[src/rtl/weight_loader_mux.sv]
// Distributes weight words from a weight RAM to NUM_UNITS neuron units, by auto-load FSM or manual writes.
// Optional running checksum of auto-loaded weights: define WEIGHT_LOADER_CHECKSUM_EN.
module weight_loader_mux #(
  parameter int NUM_UNITS        = 6,
  parameter int DATA_W           = 32,
  parameter int WEIGHTS_PER_UNIT = 4,
  parameter int ADDR_W           = 10,
  parameter int BASE_ADDR        = 0,
  localparam int IW = (WEIGHTS_PER_UNIT > 1) ? $clog2(WEIGHTS_PER_UNIT) : 1
) (
  input  logic              CLOCK,
  input  logic              RESET_N,
  input  logic              start,
  input  logic              abort,
  output logic              ram_en,
  output logic [ADDR_W-1:0] ram_addr,
  input  logic [DATA_W-1:0] ram_data,
  input  logic              man_write,
  input  logic [3:0]        man_sel,
  input  logic [DATA_W-1:0] man_data,
  output logic [DATA_W-1:0] weight_out,
  output logic [IW-1:0]     weight_idx,
  output logic [NUM_UNITS-1:0] write_vec,
  output logic              busy,
  output logic              done
`ifdef WEIGHT_LOADER_CHECKSUM_EN
  ,
  output logic [DATA_W-1:0] checksum
`endif
);

  localparam int UW = (NUM_UNITS > 1) ? $clog2(NUM_UNITS) : 1;
  localparam logic [UW-1:0] LAST_UNIT = UW'(NUM_UNITS - 1);
  localparam logic [IW-1:0] LAST_IDX  = IW'(WEIGHTS_PER_UNIT - 1);

  typedef enum logic [1:0] {IDLE, READ, WRITE, DONE} state_t;

  state_t state, state_nxt;
  logic [UW-1:0] unit, unit_nxt, pend_unit, pend_unit_nxt;
  logic [IW-1:0] idx, idx_nxt, pend_idx, pend_idx_nxt;
  logic [ADDR_W-1:0] addr_ptr, addr_ptr_nxt, ram_addr_nxt;
  logic pend, pend_nxt;
  logic ram_en_nxt, busy_nxt, done_nxt, aborting, last;
  logic [DATA_W-1:0] weight_out_nxt;
  logic [IW-1:0] weight_idx_nxt;
  logic [NUM_UNITS-1:0] write_vec_nxt;

  assign aborting = abort && (state != IDLE);
  assign last     = (unit == LAST_UNIT) && (idx == LAST_IDX);

  always_ff @(posedge CLOCK or negedge RESET_N) begin
    if (!RESET_N) begin
      state      <= IDLE;
      unit       <= '0;
      idx        <= '0;
      addr_ptr   <= '0;
      pend       <= 1'b0;
      pend_unit  <= '0;
      pend_idx   <= '0;
      ram_en     <= 1'b0;
      ram_addr   <= '0;
      weight_out <= '0;
      weight_idx <= '0;
      write_vec  <= '0;
      busy       <= 1'b0;
      done       <= 1'b0;
    end else begin
      state      <= state_nxt;
      unit       <= unit_nxt;
      idx        <= idx_nxt;
      addr_ptr   <= addr_ptr_nxt;
      pend       <= pend_nxt;
      pend_unit  <= pend_unit_nxt;
      pend_idx   <= pend_idx_nxt;
      ram_en     <= ram_en_nxt;
      ram_addr   <= ram_addr_nxt;
      weight_out <= weight_out_nxt;
      weight_idx <= weight_idx_nxt;
      write_vec  <= write_vec_nxt;
      busy       <= busy_nxt;
      done       <= done_nxt;
    end
  end

  always_comb begin
    state_nxt = state;
    case (state)
      IDLE:    if (start) state_nxt = READ;
      READ:    state_nxt = aborting ? IDLE : WRITE;
      WRITE:   state_nxt = aborting ? IDLE : (last ? DONE : READ);
      DONE:    state_nxt = IDLE;
      default: state_nxt = IDLE;
    endcase
  end

  // RAM data for a WRITE-state slot arrives one cycle later, so the strobe is issued from the pending record.
  always_comb begin
    unit_nxt       = unit;
    idx_nxt        = idx;
    addr_ptr_nxt   = addr_ptr;
    pend_nxt       = 1'b0;
    pend_unit_nxt  = pend_unit;
    pend_idx_nxt   = pend_idx;
    ram_en_nxt     = 1'b0;
    ram_addr_nxt   = ram_addr;
    weight_out_nxt = weight_out;
    weight_idx_nxt = weight_idx;
    write_vec_nxt  = '0;
    busy_nxt       = busy;
    done_nxt       = 1'b0;
    if (pend) begin
      weight_out_nxt = ram_data;
      weight_idx_nxt = pend_idx;
      for (int u = 0; u < NUM_UNITS; u++) write_vec_nxt[u] = (pend_unit == UW'(u));
    end
    case (state)
      IDLE: begin
        if (start) begin
          busy_nxt     = 1'b1;
          unit_nxt     = '0;
          idx_nxt      = '0;
          addr_ptr_nxt = ADDR_W'(BASE_ADDR);
        end else if (man_write) begin
          weight_out_nxt = man_data;
          weight_idx_nxt = '0;
          for (int u = 0; u < NUM_UNITS; u++) write_vec_nxt[u] = (man_sel == 4'(u));
        end
      end
      READ: begin
        ram_en_nxt   = 1'b1;
        ram_addr_nxt = addr_ptr;
      end
      WRITE: begin
        pend_nxt      = 1'b1;
        pend_unit_nxt = unit;
        pend_idx_nxt  = idx;
        addr_ptr_nxt  = addr_ptr + 1'b1;
        if (idx == LAST_IDX) begin
          idx_nxt  = '0;
          unit_nxt = (unit == LAST_UNIT) ? '0 : unit + 1'b1;
        end else begin
          idx_nxt = idx + 1'b1;
        end
      end
      DONE: begin
        done_nxt = 1'b1;
        busy_nxt = 1'b0;
      end
      default: ;
    endcase
    if (aborting) begin
      pend_nxt       = 1'b0;
      ram_en_nxt     = 1'b0;
      write_vec_nxt  = '0;
      weight_out_nxt = weight_out;
      weight_idx_nxt = weight_idx;
      busy_nxt       = 1'b0;
      done_nxt       = 1'b0;
    end
  end

`ifdef WEIGHT_LOADER_CHECKSUM_EN
  always_ff @(posedge CLOCK or negedge RESET_N) begin
    if (!RESET_N)                    checksum <= '0;
    else if (state == IDLE && start) checksum <= '0;
    else if (pend && !aborting)      checksum <= checksum + ram_data;
  end
`endif

endmodule
[config.mk]
export PLATFORM = sky130hd
export DESIGN_NAME = weight_loader_mux
export DESIGN_NICKNAME = d
export VERILOG_FILES = /design/src/rtl/weight_loader_mux.sv
export SDC_FILE = /design/constraint.sdc
export NUM_CORES = 1
export LEC_CHECK = 0
export ABC_AREA = 0
export CAP_MARGIN = 25
export CORE_MARGIN = 3
export CORE_UTILIZATION = 45
export CTS_BUF_LIST = sky130_fd_sc_hd__clkbuf_4 sky130_fd_sc_hd__clkbuf_8
export DETAILED_ROUTE_END_ITERATION = 12
export GPL_ROUTABILITY_DRIVEN = 0
export PLACE_DENSITY = 0.81
export SLEW_MARGIN = 0
export SYNTH_ARGS = -nofsm -noshare
export SYNTH_HDL_FRONTEND = slang
export SYNTH_SLANG_ARGS = --single-unit
[constraint.sdc]
create_clock -name CLOCK -period 1.9 [get_ports CLOCK]
set_input_delay 0.19 -clock CLOCK [delete_from_list [all_inputs] [get_ports CLOCK]]
set_output_delay 0.19 -clock CLOCK [all_outputs]
set_load 0.02 [all_outputs]
# Word level (Yosys, flattened, before mapping)
# Cells that the tools add are included.
totals:
  wordCells: 82
  out_inout_bits: 53
  reg_bits: 76
  inputBits: 73
classes:
  n_eq_ne: 18
  reduce_logical: 11
  mux: 36
  add_sub_neg: 3
ops:
  columns: ["op", "count"]
  rows:
  - ["$mux W32", 4]
  - ["$mux W6", 5]
  - ["$mux W2", 10]
  - ["$pmux W10 S2", 1]
  - ["$add A10 B1 Y10 const B", 1]
  - ["$mux W10", 1]
  - ["$eq A3 B3 Y1 const B", 3]
  - ["$mux W3", 3]
  - ["$eq A4 B2 Y1 const B", 2]
  - ["$eq A4 B3 Y1 const B", 2]
  - ["$mux W1", 8]
  - ["$pmux W2 S4", 1]
  - ["$eq A2 B2 Y1 const B", 3]
  - ["$eq A3 B2 Y1 const B", 2]
  - ["$pmux W3 S2", 1]
  - ["$eq A4 B1 Y1 const B", 1]
  - ["$logic_not A4 Y1", 1]
  - ["$ne A2 B2 Y1 const B", 2]
  - ["$pmux W2 S2", 1]
  - ["$reduce_and A2 Y1", 2]
  - ["$reduce_bool A2 Y1", 2]
  - ["$add A3 B1 Y3 const B", 1]
  - ["$eq A3 B1 Y1 const B", 1]
  - ["$logic_not A3 Y1", 1]
  - ["other kinds (8)", 9]

# Depth between registers and ports, before layout
# Gate-level depths: netlist of the first run.
logic_depth:
  ltp_word: 6
  mapped_depth: 6
  ltp_nobuf: 4

# Worst setup path after synthesis of the first run
# Ideal clock, no wire load.
synth_path:
  path_kind: "register -> register"
  start: "reg state[1]"
  end: "reg write_vec[0]"
  synth_period_minus_slack_ns: 1.613
  path_stages_with_launch: 5
  arrival_time_ns: 1.512
  t_required_ns: 1.799
  setup_time_ns: 0.101
  slack_ns: 0.287
  n_path_buf: 1
  path_cell_list: "dfrtp_1 -> buf_6 -> or4b_4 -> or3_4 -> o32ai_1"
synth_via:
  elab_chain_cells: 3
  elab_cells_between_ends: 5
  classes_between: "mux: 2; reduce/logical: 3"
synth_lines:
  columns: ["element", "line_no", "text"]
  rows:
  - ["start, declared", "38", "state_t state, state_nxt;"]
  - ["start signal, assigned", "68", "state <= state_nxt;"]
  - ["$logic_not A2 Y1 / $reduce_bool A2 Y1 (equally long branches)", "116, 48", null]
  - ["$mux W6 / $logic_and A1 B1 Y1 (equally long branches)", "116, 48", null]
  - ["$mux W6 *", "151", "if (aborting) begin"]
  - ["net write_vec_nxt[0]", "46", "logic [NUM_UNITS-1:0] write_vec_nxt;"]
  - ["end signal, assigned", "79", "write_vec <= write_vec_nxt;"]
  - ["end, declared", "23", "output logic [NUM_UNITS-1:0] write_vec,"]
# Mark *: on every way through the listed nets, which the timed path passes. The rest lies on a longest branch.
# A chain may end at the register's enable or synchronous reset.

# Worst setup path after layout of the first run
layout_path:
  start: "reg state[0]"
  end: "reg write_vec[0]"
# The elaborated chain is that of the path after synthesis.

==> results of run 1 <==
per-stage QoR:
step,instance area (µm²),hold slack [ps]
3_5_place_dp,4890,199
3_3_place_gp,4890,199
6_report,5140,363
5_1_grt,5140,414
4_1_cts,5140,380
2_1_floorplan,3470,-106
kinds of logic (layout without fill, tap and decap cells):
| family | after synthesis | in the layout | synth area share [%] |
|---|---|---|---|
| AO/OA/AOI/OAI | 98 | 98 | 16.6 |
| XOR/XNOR | 1 | 1 | 0.253 |
| adder cells (fa/ha/maj) | 2 | 2 | 0.721 |
| buffers and inverters | 31 | 161 | 3.79 |
| flip-flops | 76 | 76 | 54.8 |
| multiplexers | 13 | 13 | 4.11 |
| AND/OR/NAND/NOR | 141 | 141 | 19.7 |
state kept, by name, indices dropped and copies added, names as in the netlist:
register    flops
pend_unit       3
pend_idx        2
weight_idx      2
unit            3
ram_addr       10
pend            1
write_vec       6
idx             2
ram_en          1
addr_ptr       10
state           2
weight_out     32
busy            1
done            1
layer usage:
metal | routed length, µm | track usage (%) | vias up
li1 | - | - | 1562
met1 | 4070 | 29.4 | 1596
met2 | 4840 | 39.5 | 126
met3 | 847 | 5.53 | 20
met4 | 231 | 8.66 | 0
met5 | 0 | 0 | -
worst max-delay path by stage:
stage,cells after the start,end,slack (ps)
floorplan,4,write_vec[0]$_DFF_PN0_,290
global placement,4,write_vec[1]$_DFF_PN0_,2
detailed placement,4,write_vec[0]$_DFF_PN0_,-40
CTS,3,write_vec[0]$_DFF_PN0_,250
global route,3,write_vec[1]$_DFF_PN0_,160
finish,3,write_vec[0]$_DFF_PN0_,250
power breakdown:
group | switching, W | leakage, nW | internal [W]
combinational | 0.000879 | 1.03 | 0.000844
clock | 0.000588 | 0.112 | 0.000867
sequential | 0.000163 | 0.961 | 0.00192
total | 0.00163 | 2.11 | 0.00363
final cells by class:
type                            instances  area (µm²)
Clock inverter                          6         114
Multi-Input combinational cell        255        1440
Sequential cell                        76        1900
Inverter                                3        11.3
Tap cell                               99         124
Timing Repair Buffer                  143        1420
Clock buffer                            9         124
Fill cell                             575        2230
cells in the final DEF (no fill, tap or decap), drive strengths merged, types with 3 or more instances in the layout:
master / instances
dfrtp: 76
a21oi: 6
nand3b: 3
mux2i: 3
nand2b: 3
or4: 4
buf: 18
nand3: 44
inv: 3
nand2: 32
nor2: 38
mux2: 10
clkdlybuf4s50: 124
or3: 4
nor2b: 4
a31oi: 32
clkbuf: 9
o31ai: 4
o21ai: 44
bufinv: 3
==> out/metrics.yaml, run 1 <==
synth:
  yosysMostFrequentCell: "dfrtp_1"
  yosys-top-cells-count: "dfrtp_1, nand3_1, o21ai_0"
  ys_seq_area_share_pct: 54.8
  synth_nets: 437
  yosysTopAreaCell: "dfrtp_1"
  syn-mean-instance-area_um2: 9.58
  synth_top_area_share_pct: 54.8
  synthFlopType: "dfrtp_1"
  ys_warn_count: 0
  async_reset_ff_share_pct: 100
  post_synth_num_cell_types: 41
  syn_inst: 362
  ys_ff_latch: 76
  synth_area_um2: 3470
  ys_top_cells_by_area: "dfrtp_1, nand3_1, o21ai_0"
  synth_edf_count: 0
power_and_ir_drop:
  cellLeakagePower_nw: 2.11
  ir_drop_uv: 614
  power_density_nw_per_um2: 1020
  p_total_w: 0.00526
grt:
  track_usage_pct: 23.5
  first_global_vias: 3356
  grt_max_degree: 67
  grt_pass1_wl_mm: 16.4
  overflow: 0
  antenna_found_initial: 0
place:
  port_buffers: 125
  dp_slack_ps: -39.1
  dp_hpwl_mm: 6.93
  post-place-cells: 575
flow_run:
  max_cap_violations: 0
setup_path:
  endpoint_kind: "flip-flop"
  startpoint: "state[0]$_DFFE_PN0P_"
  cp_cell_sequence: "or4b_4, or3_4, o32ai_1"
  cp_slowest_cell: "or4b_4"
  ff2ff_path_depth: 3
  arrival_ps: 1890
  setup.worst_path.start_class: "flip-flop"
  r2r-start: "state[0]$_DFFE_PN0P_"
  r2r_slack_ps: 250
  crit_path_max_incr_delay_ps: 550
  critPathTopFamily: "simple AND/OR/NAND/NOR gates"
  path_buf_inv: 0
  required_ps: 2140
  reg2reg_to: "write_vec[0]$_DFF_PN0_"
  critPathMaxFanout: 4
  worstSetupPathType: "reg -> reg"
detailed_routing:
  vias: 3304
  drc: 0
  drt_first_iter_violations: 200
  first_pass_iters: 4
  routedWlPerCell_um: 16.9
  drtAntennaViolNets: 0
  wl_mm: 9.99
  vias_per_cell: 5.59
sta:
  final_hold_viol_count: 0
  setup_ws_ps: 252
  worst_slew_pin_slew_ps: 520
  fmax_mhz: 607
  drv_slew: 0
  final-setup-viol-count: 0
  grt_setup_unrepaired: "no"
  relSlewSlack_pct: 65.3
  final.period_utilization_pct: 86.7
  finClkSkew_ps: 7.42
  fin_setup_tns_ps: 0
  period_needed_ps: 1650
clock_network:
  holdBufCountCts: 1
  postCtsSetupRepairBufs: 0
  clkSlewWorstSetupHoldPaths_ps: 80
  clk_latency_ps: 340
  htreeDepth: 3
  cts_sinks: 76
  cts_tree: "built"
  cts_buffers: 9
  root_buffer: "clkbuf_8"
  clk_path_buf_depth: 2
  cts_resized: 0
layout:
  synthToLayoutAreaGrowth_pct: 48.1
  drive_above_1_share_pct: 9.55
  stdcell_count: 591
  antenna_cells: 0
  final_nets: 563
  post-route-util_pct: 69.7
die:
  num_io_pins: 126
  die_w_um: 93.8
  core_um2: 7370
  die_area_um2: 8800
  initial_utilization_pct: 47.1
  die_y_um: 93.8
  num_rows: 31
worst_hold_path:
  hp-class: "in -> async"
status:
  status: "finished, final reports clean"
No activity file was read; power rests on OpenSTA's default activity.
==> run 2, diff against run 1 <==
- SKIP_LAST_GASP: unset -> 1
==> results of run 2 <==
Final layout, timing and power as in run 1 (identical DEF).
